$ cat config.mk
export PLATFORM = sky130hd
export DESIGN_NAME = led_matrix_scanner
export DESIGN_NICKNAME = d
export VERILOG_FILES = /design/src/rtl/led_matrix_scanner.sv
export SDC_FILE = /design/constraint.sdc
export NUM_CORES = 1
export LEC_CHECK = 0
export BUFFER_PORTS_ARGS = -buffer_cell sky130_fd_sc_hd__buf_2
export CAP_MARGIN = 15
export CELL_PAD_IN_SITES_DETAIL_PLACEMENT = 1
export CELL_PAD_IN_SITES_GLOBAL_PLACEMENT = 1
export CORE_MARGIN = 2
export CORE_UTILIZATION = 33
export CTS_BUF_LIST = sky130_fd_sc_hd__clkbuf_4
export DETAILED_ROUTE_END_ITERATION = 10
export GPL_TIMING_DRIVEN = 0
export HOLD_SLACK_MARGIN = 0.03
export PLACE_DENSITY_LB_ADDON = 0.08
export SYNTH_ARGS = -nofsm -noshare
export SYNTH_HDL_FRONTEND = slang
export SYNTH_SLANG_ARGS = --single-unit
$ cat constraint.sdc
create_clock -name clk12MHz -period 4.29 [get_ports clk12MHz]
set_input_delay 0.2145 -clock clk12MHz [delete_from_list [all_inputs] [get_ports clk12MHz]]
set_output_delay 0.2145 -clock clk12MHz [all_outputs]
set_load 0.01 [all_outputs]
$ cat src/rtl/led_matrix_scanner.sv
// Row-scanned LED matrix driver: linear per-row PWM, second-half-slot blanking,
// and a valid/ready shadow frame buffer swapped into the display at frame boundaries.
module led_matrix_scanner #(
    parameter int ROWS           = 4,
    parameter int COLS           = 8,
    parameter int SLOT_LOG2      = 11,
    parameter int PWM_BITS       = 3,
    parameter int ROW_ACTIVE_LOW = 1,
    parameter int COL_ACTIVE_LOW = 1
) (
    input  logic                   clk12MHz,
    input  logic                   resetn,
    input  logic                   enable,
    input  logic [PWM_BITS-1:0]    brightness,
    input  logic [ROWS*COLS-1:0]   frame_data,
    input  logic                   frame_valid,
    output logic                   frame_ready,
    output logic                   frame_start,
    output logic [ROWS-1:0]        row_sel,
    output logic [COLS-1:0]        col_drv
);
    localparam int RW    = $clog2(ROWS);
    localparam int SHIFT = SLOT_LOG2 - 1 - PWM_BITS;
    localparam logic [ROWS-1:0] ROW_OFF  = (ROW_ACTIVE_LOW != 0) ? '1 : '0;
    localparam logic [COLS-1:0] COL_OFF  = (COL_ACTIVE_LOW != 0) ? '1 : '0;
    localparam logic [RW-1:0]   LAST_ROW = RW'(ROWS - 1);

    logic [SLOT_LOG2-1:0]  slot_q, slot_d;
    logic [RW-1:0]         row_q, row_d;
    logic [ROWS*COLS-1:0]  disp_q, disp_d;
    logic [ROWS*COLS-1:0]  shadow_q, shadow_d;
    logic                  shadow_full_q, shadow_full_d;
    logic                  ready_q, ready_d;
    logic [COLS-1:0]       col_q, col_d;
    logic [PWM_BITS-1:0]   bri_q, bri_d;
    logic [ROWS-1:0]       row_sel_q, row_sel_d;
    logic [COLS-1:0]       col_drv_q, col_drv_d;
    logic                  start_q, start_d;

    logic                  slot_start;
    logic                  frame_end;
    logic                  on;
    logic [COLS-1:0]       row_bits;
    logic [ROWS-1:0]       row_onehot;
    logic [COLS-1:0]       col_eff;
    logic [PWM_BITS-1:0]   bri_eff;
    logic [SLOT_LOG2-1:0]  on_limit;

    always_comb begin
        slot_start = (slot_q == '0);
        frame_end  = (slot_q == '1) && (row_q == LAST_ROW);

        row_bits   = '0;
        row_onehot = '0;
        for (int unsigned r = 0; r < ROWS; r++) begin
            if (row_q == RW'(r)) begin
                row_bits      = disp_q[r*COLS +: COLS];
                row_onehot[r] = 1'b1;
            end
        end

        // In the first cycle of a slot the values being latched are used directly,
        // so every slot gets exactly bri<<SHIFT lit cycles.
        bri_eff  = slot_start ? brightness : bri_q;
        col_eff  = slot_start ? row_bits : col_q;
        on_limit = SLOT_LOG2'(bri_eff) << SHIFT;
        on       = enable && (slot_q < on_limit);

        slot_d        = slot_q;
        row_d         = row_q;
        col_d         = col_q;
        bri_d         = bri_q;
        disp_d        = disp_q;
        shadow_d      = shadow_q;
        shadow_full_d = shadow_full_q;

        if (enable) begin
            slot_d = slot_q + SLOT_LOG2'(1);
            if (slot_q == '1) begin
                row_d = (row_q == LAST_ROW) ? '0 : row_q + RW'(1);
            end
            if (slot_start) begin
                col_d = row_bits;
                bri_d = brightness;
            end
            if (frame_end && shadow_full_q) begin
                disp_d        = shadow_q;
                shadow_full_d = 1'b0;
            end
        end

        // Accept and swap are mutually exclusive: accept needs an empty shadow, swap a full one.
        if (frame_valid && ready_q) begin
            shadow_d      = frame_data;
            shadow_full_d = 1'b1;
        end
        ready_d = ~shadow_full_d;

        row_sel_d = on ? (row_onehot ^ ROW_OFF) : ROW_OFF;
        col_drv_d = on ? (col_eff ^ COL_OFF) : COL_OFF;
        start_d   = enable && slot_start && (row_q == '0);
    end

    always_ff @(posedge clk12MHz or negedge resetn) begin
        if (!resetn) begin
            slot_q        <= '0;
            row_q         <= '0;
            disp_q        <= '0;
            shadow_q      <= '0;
            shadow_full_q <= 1'b0;
            ready_q       <= 1'b1;
            col_q         <= '0;
            bri_q         <= '0;
            row_sel_q     <= ROW_OFF;
            col_drv_q     <= COL_OFF;
            start_q       <= 1'b0;
        end else begin
            slot_q        <= slot_d;
            row_q         <= row_d;
            disp_q        <= disp_d;
            shadow_q      <= shadow_d;
            shadow_full_q <= shadow_full_d;
            ready_q       <= ready_d;
            col_q         <= col_d;
            bri_q         <= bri_d;
            row_sel_q     <= row_sel_d;
            col_drv_q     <= col_drv_d;
            start_q       <= start_d;
        end
    end

    assign frame_ready = ready_q;
    assign frame_start = start_q;
    assign row_sel     = row_sel_q;
    assign col_drv     = col_drv_q;

endmodule

== After elaboration in Yosys (flattened, before gate mapping) ==
Index checks and enable logic that the tools add are counted.

* Flip-flop bits (word level): 103
* Input bits: 39
* Output and inout port bits: 14
* Word-level logic and storage cells: 47

* Add/subtract/negate cells: 2
* $lt $le $gt $ge: 1
* Equality and inequality tests: 4
* Muxes and demuxes: 16
* Bitwise operators: 3
* Reduce and logical (&&, ||, !) cells: 10

{| class="wikitable"
|+ Operators with widths
! operator !! count
|-
| $mux 8 || 6
|-
| $add 11x1->11 const B || 1
|-
| $eq 11x11->1 const B || 1
|-
| $logic_not 11->1 || 1
|-
| $lt 11x10->1 || 1
|-
| $not 8->8 || 1
|-
| $mux 1 || 7
|-
| $logic_and 1x1->1 || 6
|-
| $eq 2x2->1 const B || 2
|-
| $mux 4 || 1
|-
| $not 4->4 || 1
|-
| $reduce_and 2->1 || 2
|-
| $mux 3 || 1
|-
| $add 2x1->2 const B || 1
|-
| $eq 2x1->1 const B || 1
|-
| $logic_not 2->1 || 1
|-
| $mux 2 || 1
|-
| $not 1->1 || 1
|}

== Logic depth before layout (Yosys ltp) ==
* Depth after elaboration: 8
* Mapped depth: 12

== Worst setup path after synthesis ==
No wires, ideal clock.

* Path kind: register to register
* Start: register slot_q[0]
* End: register col_drv_q[6], in the netlist col_drv[6]
* Arrival: 2767 ps
* Path slack: 1435 ps
* Stages on the path, launching flop included: 13
* Buffers on the path: 2
* Period minus slack after synthesis: 2855 ps
* Cells stage by stage: dfrtp_1 inv_1 ha_1 nor4b_2 nand3_1 clkbuf_1 mux2i_1 ha_1 a21o_1 a2111oi_0 o311a_1 buf_2 o21ai_0

* Word-level cells in the longest chain between the ends: 5

{| class="wikitable"
|+ Ends and longest elaborated chain
! what !! line !! RTL
|-
| from (decl) || 28 || <nowiki>logic [SLOT_LOG2-1:0] slot_q, slot_d;</nowiki>
|-
| from (signal assigned) || 118 || <nowiki>slot_q <= slot_d;</nowiki>
|-
| $logic_not 11->1 || 50 || <nowiki>slot_start = (slot_q == '0);</nowiki>
|-
| $mux 3 || -- ||
|-
| $lt 11x10->1 || 67 || <nowiki>on = enable && (slot_q < on_limit);</nowiki>
|-
| $logic_and 1x1->1 || 67 ||
|-
| $mux 8 * || 100 || <nowiki>col_drv_d = on ? (col_eff ^ COL_OFF) : COL_OFF;</nowiki>
|-
| net col_drv_d[6] || 37 || <nowiki>logic [COLS-1:0] col_drv_q, col_drv_d;</nowiki>
|-
| to (signal assigned) || 127 || <nowiki>col_drv_q <= col_drv_d;</nowiki>
|-
| to (decl) || 37 ||
|}

The timed path passes the listed nets; every way through them passes the cells marked *.
A chain may end at the register's enable or synchronous reset.

== Worst setup path in the final report ==
* Start: register slot_q[0]
* End: register col_drv_q[1], in the netlist col_drv[1]

The elaborated chain is that of the path after synthesis.

==> impl_results.md <==
- RSZ-0062 raised after global routing: false
- Final Setup Violations: 0
- Dpl hpwl: 6.675 mm
- Status: finished clean
- Highest metal used: met4
- MaxCap Viol Count: 0
- Synthesis warning total: 0
- Core area: roughly 13000 um^2
- Initial antenna violation count: 0
- Top cells by area, synth: dfrtp_1 50%, mux2_4 10%, mux2_2 9.3%
- Layout Nets: 464
- Most frequent CP cell: ha_1
- Post-Layout Cell Count: 598
- Share of cells above drive strength 1: 37.44%
- Reg clk slew, reported paths: 0.15 ns
- I/O Buffers: 51
- Most frequent cells in the layout: 90 x dfrtp_1, 52 x buf_2, 38 x dlygate4sd3_1
- Diode count: 0
- Fmax: 0.2765 GHz
- Peak VDD IR: about 220 uV
- Leak: around 2.5 nW
- Chip width: 120.3 um
- Yosys cell types: 42
- First-pass GRT wire length: 16.14 mm
- CP max stage delay: 0.52 ns
- CTS tree: done
- Commonest non-fill, non-tap cell in the layout: dfrtp_1
- Total GRT Usage: 14.65%
- Worst hold margin: 0.3428 ns
- Mean post-synth cell area: 14.12 um^2
- Data required, critical path: 4.66 ns
- Leading area contributor after synthesis: dfrtp_1
- TritonCTS Buffers: 9
- Ys flop type: dfrtp_1
- Final Skew: 0.02190 ns
- Final Critical Period: approximately 3.6 ns
- Row cnt: 42
- Met3 routed WL: 417 um
- Mapped cell area: 4462 um^2
- Clock Latency Late Sink: 0.48 ns
- # IOs: 53
- Slew @ Worst Pin: roughly 0.78 ns
- Crit. End Element: register
- Routed length per placed instance: 16.22 um
- Post-CTS sizing: 0
- Vias: 2779
- Largest net degree at the start of global routing: 60
- Final Hold Viols: 0
- Drt total wl: 9.699 mm
- Post-synth ARST share: 100.0%
- Routability-driven placement congestion ratio: 0.7192
- Chip height: 120.3 um
- 1st-pass router iterations: 4
- GR Overflow Total: 0
- Power Density: 364.4 nW/um^2
- Slew Viols, Final: 0
- Vias per std cell: 4.647
- Clk buf depth: 2
- Sequential-to-total area share from yosys stat: between 50 and 60%
- Critical-path cell list: inv_1 -> ha_1 -> nor4b_2 -> nand3_1 -> clkbuf_1 -> mux2i_1 -> ha_1 -> a21o_1 -> a2111oi_0 -> o311a_1 -> buf_2 -> o21ai_0
- Post-route setup slack: 0.6736 ns
- Htree depth: 3
- Slew headroom: 47.96%
- Synthesized flop and latch total: between 100 and 150
- CP max FO: 10
- CP max stage cell: clkbuf_1
- # DRC: 0
- Setup TNS: 0 ns
- Worst min-delay path category: input port to async pin
- Fin crit share: 84.30%
- Area share of the largest cell type after synthesis: between 50% and 60%
- CTS root buf: clkbuf_4
- DP Worst Slack: 0.6601 ns
- Antenna Nets Post-Route: 0
- Cells after Synth: about 320
- Die ar.: 14470 um^2
- Post-synth EDFFs: 0
- DR iter-0 viols: 82
- Layout Area Growth over Synthesis: 23.33%
- CP arrival: 3.98 ns
- Syn_nets: 363
- CP Buf/Inv Count: 3
- # clock sinks: about 100
- Critical path's top delay family: compound AO/OA/AOI/OAI gates
- Kind of critical path: register to register
- Vias in the first global route: around 2900
- Placed cells: 544
- Metal2 WL: 4.429 mm
- Postcts setup bufs: 0
- M1 WL: ~4.7 mm
- Critical Path Start Type: register
- Initial Util: between 30 and 40%
worst paths after layout:
path / start / endpoint / slack [ns] / cells after the start
min in group clk12MHz: shadow_full_q / frame_ready / 0.47 / 1
hold / removal: resetn / shadow_q[10] / 0.34 / 2
setup reg to reg: slot_q[0] / col_drv[1] / 0.67 / 12
hold reg to reg: shadow_full_q / frame_ready / 0.47 / 1
setup / recovery: slot_q[0] / col_drv[1] / 0.67 / 12
max in group asynchronous: resetn / row_sel[1] / 3.19 / 3
stage by stage:
stage / power [mW] / util (%) / area, um^2
2_1_floorplan: 1.346 / - / 4462
3_3_place_gp: 1.429 / 37.28 / 4937
3_5_place_dp: 1.447 / 37.51 / 4967
4_1_cts: 2.045 / 41.55 / 5503
5_1_grt: 2.129 / 41.55 / 5503
6_report: 2.005 / 41.55 / 5503
layout make-up:
type / instances / area, um^2
Buffer: 15 / 115.1
Inverter: 8 / 30.03
Clock inverter: 5 / 72.57
Multi-Input combinational cell: 190 / 1723
Timing Repair Buffer: 90 / 665.6
Tap cell: 176 / 220.2
Sequential cell: 103 / 2594
Fill cell: 1404 / 7740
Clock buffer: 11 / 82.58
report_power, final:
| part | internal, mW | total [mW] | switching (mW) |
|---|---|---|---|
| sequential | 1.09 | 1.20 | 0.105 |
| clock | 0.245 | 0.559 | 0.314 |
| combinational | 0.153 | 0.246 | 0.0935 |
| total | 1.49 | 2.01 | 0.512 |
per-layer routing:
| layer | global-route usage, % | vias to the layer above |
|---|---|---|
| li1 | - | 1330 |
| met1 | 20.04 | 1397 |
| met2 | 22.66 | 46 |
| met3 | 4.528 | 6 |
| met4 | 3.924 | 0 |
| met5 | 0 | - |
synthesized netlist by cell type (all sizes together), types with 7 or more instances:
cell type / number
o21ai: 12
a221oi: 7
and2: 8
dfrtp: 90
o31ai: 7
mux2: 67
o22ai: 7
dfstp: 13
clkbuf: 7
ha: 8
buf: 8
nor3: 8
nand2: 19
inv: 7
worst reg2reg max path: stages (launching register included):
cell       delay, ns
dfrtp_1         0.46
inv_1           0.07
ha_1            0.19
nor4b_2         0.17
nand3_1         0.30
clkbuf_1        0.52
mux2i_1         0.27
ha_1            0.27
a21o_1          0.19
a2111oi_0       0.39
o311a_1         0.28
buf_2           0.24
o21ai_0         0.19
logic make-up after synthesis:
kind of cell	Yosys count	synth area share [%]
compound gates	42	6.618
xor+xnor	10	1.963
fa+ha+maj	8	2.243
buf+inv	23	3.253
flops	103	58.13
mux	69	19.88
simple gates	61	7.909
sequential cells by signal, indices dropped and copies added, names as in the netlist, 2 cells and up:
signal    cells
row_q         2
bri_q         3
col_drv       8
slot_q       11
disp_q       32
col_q         8
shadow_q     32
row_sel       4
repair_timing:
item / 4_1_cts / 5_1_grt
endpoints found under the hold margin: 94 / 0
hold buffers: 38 / 0
endpoints found under the setup margin: 0 / 0
(Power assumes the default switching activity.)
